$ cat src/rtl/pipeline_pkg.sv
// Shared types and widths for the pipeline hazard sequencer.
// Counter widths are sized for the largest legal parameter values.
package pipeline_pkg;

  typedef enum logic [1:0] {
    RUN         = 2'd0,
    MEM_WAIT    = 2'd1,
    MULDIV_BUSY = 2'd2
  } hazard_state_t;

  localparam logic [4:0] REG_ZERO        = 5'd0;
  localparam int         MULDIV_MAX      = 64;
  localparam int         MEM_TIMEOUT_MAX = 255;
  localparam int         BUSY_W          = $clog2(MULDIV_MAX + 1);
  localparam int         WAIT_W          = $clog2(MEM_TIMEOUT_MAX + 1);

endpackage

$ cat src/rtl/load_use_detect.sv
// Flags an ID instruction that reads the destination of a load still in EX.
// A load targeting $0 never creates a dependency.
module load_use_detect
  import pipeline_pkg::*;
(
  input  logic       ex_memread,
  input  logic [4:0] ex_rt,
  input  logic [4:0] id_rs,
  input  logic [4:0] id_rt,
  input  logic       id_uses_rt,
  output logic       load_use
);

  assign load_use = ex_memread && (ex_rt != REG_ZERO) &&
                    ((ex_rt == id_rs) || (id_uses_rt && (ex_rt == id_rt)));

endmodule

$ cat src/rtl/pipeline_hazard_ctrl.sv
// Stall/flush sequencer for the 5-stage pipeline: load-use, redirects,
// data-memory wait states with timeout, and multi-cycle MULT/DIV occupancy of EX.
module pipeline_hazard_ctrl
  import pipeline_pkg::*;
#(
  parameter int MULDIV_CYCLES = 32,
  parameter int MEM_TIMEOUT   = 255
) (
  input  logic        clk,
  input  logic        rst,
  input  logic [4:0]  id_rs,
  input  logic [4:0]  id_rt,
  input  logic        id_uses_rt,
  input  logic        id_muldiv,
  input  logic        ex_memread,
  input  logic [4:0]  ex_rt,
  input  logic        ex_redirect,
  input  logic        mem_req,
  input  logic        mem_ready,
  output logic        pc_en,
  output logic        ifid_en,
  output logic        idex_en,
  output logic        exmem_en,
  output logic        memwb_en,
  output logic        ifid_flush,
  output logic        idex_flush,
  output logic        exmem_flush,
  output logic        mem_timeout,
  output logic [31:0] stall_cycles
);

  localparam bit               MULDIV_MULTI = (MULDIV_CYCLES > 1);
  localparam logic [BUSY_W-1:0] BUSY_LOAD   = BUSY_W'(MULDIV_CYCLES - 1);
  localparam logic [WAIT_W-1:0] WAIT_LIMIT  = WAIT_W'(MEM_TIMEOUT);

  hazard_state_t     state, state_nxt;
  logic [BUSY_W-1:0] busy_cnt;
  logic [WAIT_W-1:0] wait_cnt, wait_cnt_nxt;
  logic              load_use;
  logic              mem_stall;
  logic              front_active;
  logic              run_hold;
  logic              muldiv_start;

  load_use_detect u_load_use_detect (
    .ex_memread (ex_memread),
    .ex_rt      (ex_rt),
    .id_rs      (id_rs),
    .id_rt      (id_rt),
    .id_uses_rt (id_uses_rt),
    .load_use   (load_use)
  );

  assign mem_stall    = mem_req && !mem_ready;
  assign front_active = (state == RUN) || (state == MEM_WAIT);
  // MEM_WAIT only releases on mem_ready; RUN stalls on a fresh miss.
  assign run_hold     = ((state == RUN) && mem_stall) || ((state == MEM_WAIT) && !mem_ready);
  assign muldiv_start = front_active && !run_hold && !ex_redirect && !load_use && id_muldiv;

  always_ff @(posedge clk or posedge rst) begin
    if (rst) state <= RUN;
    else     state <= state_nxt;
  end

  always_comb begin
    state_nxt = state;
    case (state)
      RUN, MEM_WAIT: begin
        if (run_hold)                          state_nxt = MEM_WAIT;
        else if (muldiv_start && MULDIV_MULTI) state_nxt = MULDIV_BUSY;
        else                                   state_nxt = RUN;
      end
      MULDIV_BUSY: begin
        if (!mem_stall && (busy_cnt == BUSY_W'(1))) state_nxt = RUN;
      end
      default: state_nxt = RUN;
    endcase
  end

  always_comb begin
    pc_en       = 1'b0;
    ifid_en     = 1'b0;
    idex_en     = 1'b0;
    exmem_en    = 1'b0;
    memwb_en    = 1'b0;
    ifid_flush  = 1'b0;
    idex_flush  = 1'b0;
    exmem_flush = 1'b0;
    if (rst) begin
      ifid_flush  = 1'b1;
      idex_flush  = 1'b1;
      exmem_flush = 1'b1;
    end else if (state == MULDIV_BUSY) begin
      // EX holds the muldiv op; drain EX/MEM with bubbles unless memory stalls.
      if (!mem_stall) begin
        exmem_en    = 1'b1;
        exmem_flush = 1'b1;
        memwb_en    = 1'b1;
      end
    end else if (!run_hold) begin
      pc_en    = 1'b1;
      ifid_en  = 1'b1;
      idex_en  = 1'b1;
      exmem_en = 1'b1;
      memwb_en = 1'b1;
      if (ex_redirect) begin
        ifid_flush = 1'b1;
        idex_flush = 1'b1;
      end else if (load_use) begin
        pc_en      = 1'b0;
        ifid_en    = 1'b0;
        idex_flush = 1'b1;
      end
    end
  end

  always_comb begin
    wait_cnt_nxt = wait_cnt;
    if ((state == RUN) && mem_stall) begin
      wait_cnt_nxt = WAIT_W'(1);
    end else if (state == MEM_WAIT) begin
      if (!mem_ready) begin
        if (wait_cnt < WAIT_LIMIT) wait_cnt_nxt = wait_cnt + WAIT_W'(1);
      end else begin
        wait_cnt_nxt = '0;
      end
    end
  end

  always_ff @(posedge clk or posedge rst) begin
    if (rst) begin
      wait_cnt    <= '0;
      mem_timeout <= 1'b0;
    end else begin
      wait_cnt <= wait_cnt_nxt;
      if (wait_cnt_nxt == WAIT_LIMIT) mem_timeout <= 1'b1;
    end
  end

  always_ff @(posedge clk or posedge rst) begin
    if (rst) begin
      busy_cnt <= '0;
    end else if (muldiv_start && MULDIV_MULTI) begin
      busy_cnt <= BUSY_LOAD;
    end else if ((state == MULDIV_BUSY) && !mem_stall) begin
      busy_cnt <= busy_cnt - BUSY_W'(1);
    end
  end

  always_ff @(posedge clk or posedge rst) begin
    if (rst)         stall_cycles <= '0;
    else if (!pc_en) stall_cycles <= stall_cycles + 32'd1;
  end

endmodule

$ cat config.mk
export PLATFORM = sky130hd
export DESIGN_NAME = pipeline_hazard_ctrl
export DESIGN_NICKNAME = d
export VERILOG_FILES = /design/src/rtl/pipeline_pkg.sv /design/src/rtl/load_use_detect.sv /design/src/rtl/pipeline_hazard_ctrl.sv
export SDC_FILE = /design/constraint.sdc
export NUM_CORES = 1
export LEC_CHECK = 0
export CORE_MARGIN = 1
export CORE_UTILIZATION = 45
export DETAILED_ROUTE_END_ITERATION = 6
export PLACE_DENSITY = 0.77
export RECOVER_POWER = 25
export SLEW_MARGIN = 20
export SYNTH_ARGS = -nofsm -noshare
export SYNTH_HDL_FRONTEND = slang
export SYNTH_SLANG_ARGS = --single-unit
export TNS_END_PERCENT = 5
$ cat constraint.sdc
create_clock -name clk -period 2.95 [get_ports clk]
set_input_delay 0.885 -clock clk [delete_from_list [all_inputs] [get_ports clk]]
set_output_delay 0.885 -clock clk [all_outputs]
set_load 0.02 [all_outputs]
==> reports/qor.tcl <==
set qor(outcome) {complete, but fails checks}
set qor(synthArstFlopShare_pct) 100.0
set qor(post_synthesis_cell_area_um2) 2759
set qor(power.internal_uw) 1417
set qor(rr_worst_depth) 6
set qor(failing_checks) {setup timing}
set qor(postLayoutSetupSlackWorst_ns) -0.1827
set qor(drt_iter0_drc) 138
set qor(synth_cells) 276
set qor(die_h_um) 80.30
set qor(synth.yosys.seq_area_share_pct) 45.35
set qor(cts.reportedPaths.clkPinSlew_ns) 0.08
set qor(register_area_um2) 1251
set qor(grt_pass1_vias) 2311
set qor(timing.hold.worst.class) {flop to flop}
set qor(tmin_final_ns) 3.133
set qor(filler_cell_count) 542
set qor(htree_levels) 2
set qor(crit-reg2reg-launch) {stall_cycles[6]}
set qor(clock.fmax_mhz) 319.2
set qor(drt.antenna.violating_nets) 0
set qor(cp.required_ns) 2.07
set qor(dp_hpwl_um) 4504
set qor(power.share.sequential_pct) 43.2
set qor(setup_total_negative_slack_ns) -0.5333
set qor(crit_type) {primary input to output port}
set qor(synthesis.yosys.warnings) 0
set qor(antenna_found_initial) 0
set qor(reg2reg_end) {stall_cycles[31]}
set qor(design.core.area_um2) 5921
set qor(avgSynthCellArea_um2) 9.996
set qor(timing_worst_slew_pin_value_ns) 1.227
set qor(critical_path.startpoint) {ex_rt[3]}
set qor(detail_route.wl_per_cell_um) 14.29
set qor(final_nets) 380
set qor(clock_power_share_pct) 21.3
set qor(synth-edff-count) 0
set qor(dpl_worst_slack_ns) -0.9483
set qor(maxCapViolCount) 0
set qor(drc) 0
set qor(chipWidth_um) 80.30
set qor(setup_viol) 3
set qor(grt_max_degree) 51
set qor(initial_core_utilization_pct) 46.60
set qor(switching_power_uw) 778.4
set qor(dominant_register_cell_in_the_synthesized_netlist) {dfrtp_1}
set qor(netlist.top_cell.by_area) {dfrtp_1}
set qor(row_count) 28
set qor(multi_input_area_um2) 1426
set qor(grt_first_pass_wirelength_um) 10210
set qor(r2r_setup_slack_ns) 0.89
set qor(number_of_cells_in_the_finished_layout_apart_from_fillers) 428
set qor(max-clock-path-buffers) 2
set qor(floorplan.io_pins) 64
set qor(cellLeakagePower_uw) 0.001572
set qor(diodes) 0
set qor(setup.worst_path.end_class) {output port}
set qor(p_sw_share_pct) 35.45
set qor(place.gp.congestion) 0.7912
set qor(cts_buffers) 5
set qor(fp.dieArea_um2) 6448
set qor(synth-seq-cells) 50
set qor(post-layout-total-power_uw) 2196
set qor(port_buffers) 63
set qor(cts_tree) {built}
set qor(finalWirelength_um) 6118
set qor(arrival_worst_endpoint_ns) 2.25
set qor(path_max_fanout) 2
set qor(tritoncts_num_sinks) 50
set qor(layout_cell_share_with_drive_strength_beyond_1_pct) 16.71
set qor(root_buffer) {clkbuf_8}
set qor(vdd_drop_max_mv) 0.3757
set qor(maxSlewHeadroom_pct) 18.23
set qor(grt.overflow.total) 0
set qor(detailroute.via_count) 2341
set qor(clock-skew-final_ns) 0.01191
set qor(track_usage_pct) 20.23
set qor(worstSkewPairLatency_ns) 0.30
set qor(postSynthNetCount) 303
set qor(slew_viol_final) 0
set qor(grt_setup_unrepaired) {yes}
set qor(post_drt_via_cell_ratio) 5.470
set qor(powerDensity_nw_per_um2) 601.7
set qor(synth.top_cell.area_share_pct) 45.35
set qor(detail_route.first_pass.iterations) 4
set qor(critical_path.endpoint) {ifid_en}
set qor(synth.lib_cells_used.distinct) 45
set qor(synth.area.top_cells) {dfrtp_1 (45%), xnor2_1 (11%), xor2_1 (4.4%), nand4_1 (4.3%), and3_1 (2.9%)}
set qor(number_of_hold_violations_in_the_final_report) 0
set qor(place_inst) 420
set qor(worst_setup_path_start_kind) {primary input}
set qor(combinationalPowerShare_pct) 35.5
set qor(areaGrowthSynthToFinish_pct) 32.29
set qor(period_share_pct) 106.2
set qor(holdBufCountCts) 0
## worst min path at each step
stage | start | end | slack, ns | cells after the start
floorplan | busy_cnt[1] | busy_cnt[1] | 0.49 | 2
global placement | mem_timeout | mem_timeout | 0.46 | 1
detailed placement | mem_timeout | mem_timeout | 0.46 | 1
CTS | mem_timeout | mem_timeout | 0.49 | 1
global route | mem_timeout | mem_timeout | 0.51 | 1
finish | mem_timeout | mem_timeout | 0.48 | 1
## Yosys cell counts, types with 2 or more instances
cell type / n
nor2b_1: 2
and3_1: 13
and4_1: 3
o21ai_0: 9
buf_6: 3
inv_1: 7
nor2_1: 16
nand4_1: 19
buf_4: 2
nor3_1: 9
and2_1: 10
buf_1: 2
xnor2_1: 35
xor2_1: 14
dfrtp_1: 50
nand4b_1: 4
nand2_1: 16
nand2b_1: 4
nand3_1: 15
ha_1: 4
clkbuf_1: 2
buf_2: 5
a21oi_1: 10
## state kept, by name, summed over array words and instances, names as in the netlist
| register | cells |
|---|---|
| stall_cycles | 32 |
| mem_timeout | 1 |
| state | 2 |
| busy_cnt | 7 |
| wait_cnt | 8 |
## layer usage
metal / global-route usage, % / wire, µm
met2: 35.38 / 3180
met4: 7.857 / 114
met3: 3.750 / 232
met1: 24.50 / 2590
met5: 0 / 0
## cell usage in the layout, fill, tap and decap left out, drive strengths merged, types with 2 or more instances in the layout
cell and instances:
clkdlybuf4s50 39, dlygate4sd2 6, nor3 9, ha 4, clkbuf 7, xor2 14
buf 34, and2 10, dfrtp 50, nor2 16, xnor2 35, nor4 2
nand4 19, a21oi 10, and3 13, or4 2, nand2 16, nand3 15
clkdlybuf4s15 2, nor2b 2, nand4b 4, and4 3, o21ai 10, inv 6
nand2b 4
## cell type report
class,instances,share of cell area (%)
Timing Repair Buffer,84,20.36
Clock inverter,2,1.063
Inverter,7,0.7542
Clock buffer,5,1.885
Multi-Input combinational cell,205,39.08
Sequential cell,50,34.28
Tap cell,75,2.571
## timing repair
item	4_1_cts	5_1_grt
cloned	0	0
endpoints found under the setup margin	8	8
setup buffers	1	0
gates resized for setup	79	9
pin swaps	12	4
## power by group through the flow
stage | logic [µW] | registers (µW) | clock network [µW]
floorplan | 444 | 985 | 0
CTS | 779 | 948 | 480
global placement | 763 | 951 | 0
finish | 779 | 949 | 468
detailed placement | 776 | 961 | 0
global route | 848 | 972 | 511
## critical path, cell delays in order
cell and delay [ns]:
buf_6 0.09, xor2_1 0.16, nor4_2 0.34, a32oi_2 0.18
buf_4 0.16, o31ai_4 0.21, inv_2 0.09, buf_6 0.14
## stage by stage
stage	area, µm²	utilization, %	hold WS [ns]
5_1_grt	3650	61.64	0.5138
3_3_place_gp	3551	59.97	0.4632
2_1_floorplan	2765	-	0.4936
3_5_place_dp	3551	59.97	0.4625
4_1_cts	3659	61.79	0.4862
6_report	3650	61.64	0.4830
## cell families (layout without fill, tap and decap cells)
group	Yosys count	in the layout	synth area share [%]
adder cells (fa/ha/maj)	4	4	1.814
XOR/XNOR	49	49	15.56
multiplexers	1	1	0.4081
AND/OR/NAND/NOR	119	119	24.35
buffers and inverters	21	98	4.172
AO/OA/AOI/OAI	32	32	8.346
flip-flops	50	50	45.35
(Power assumes the default switching activity.)
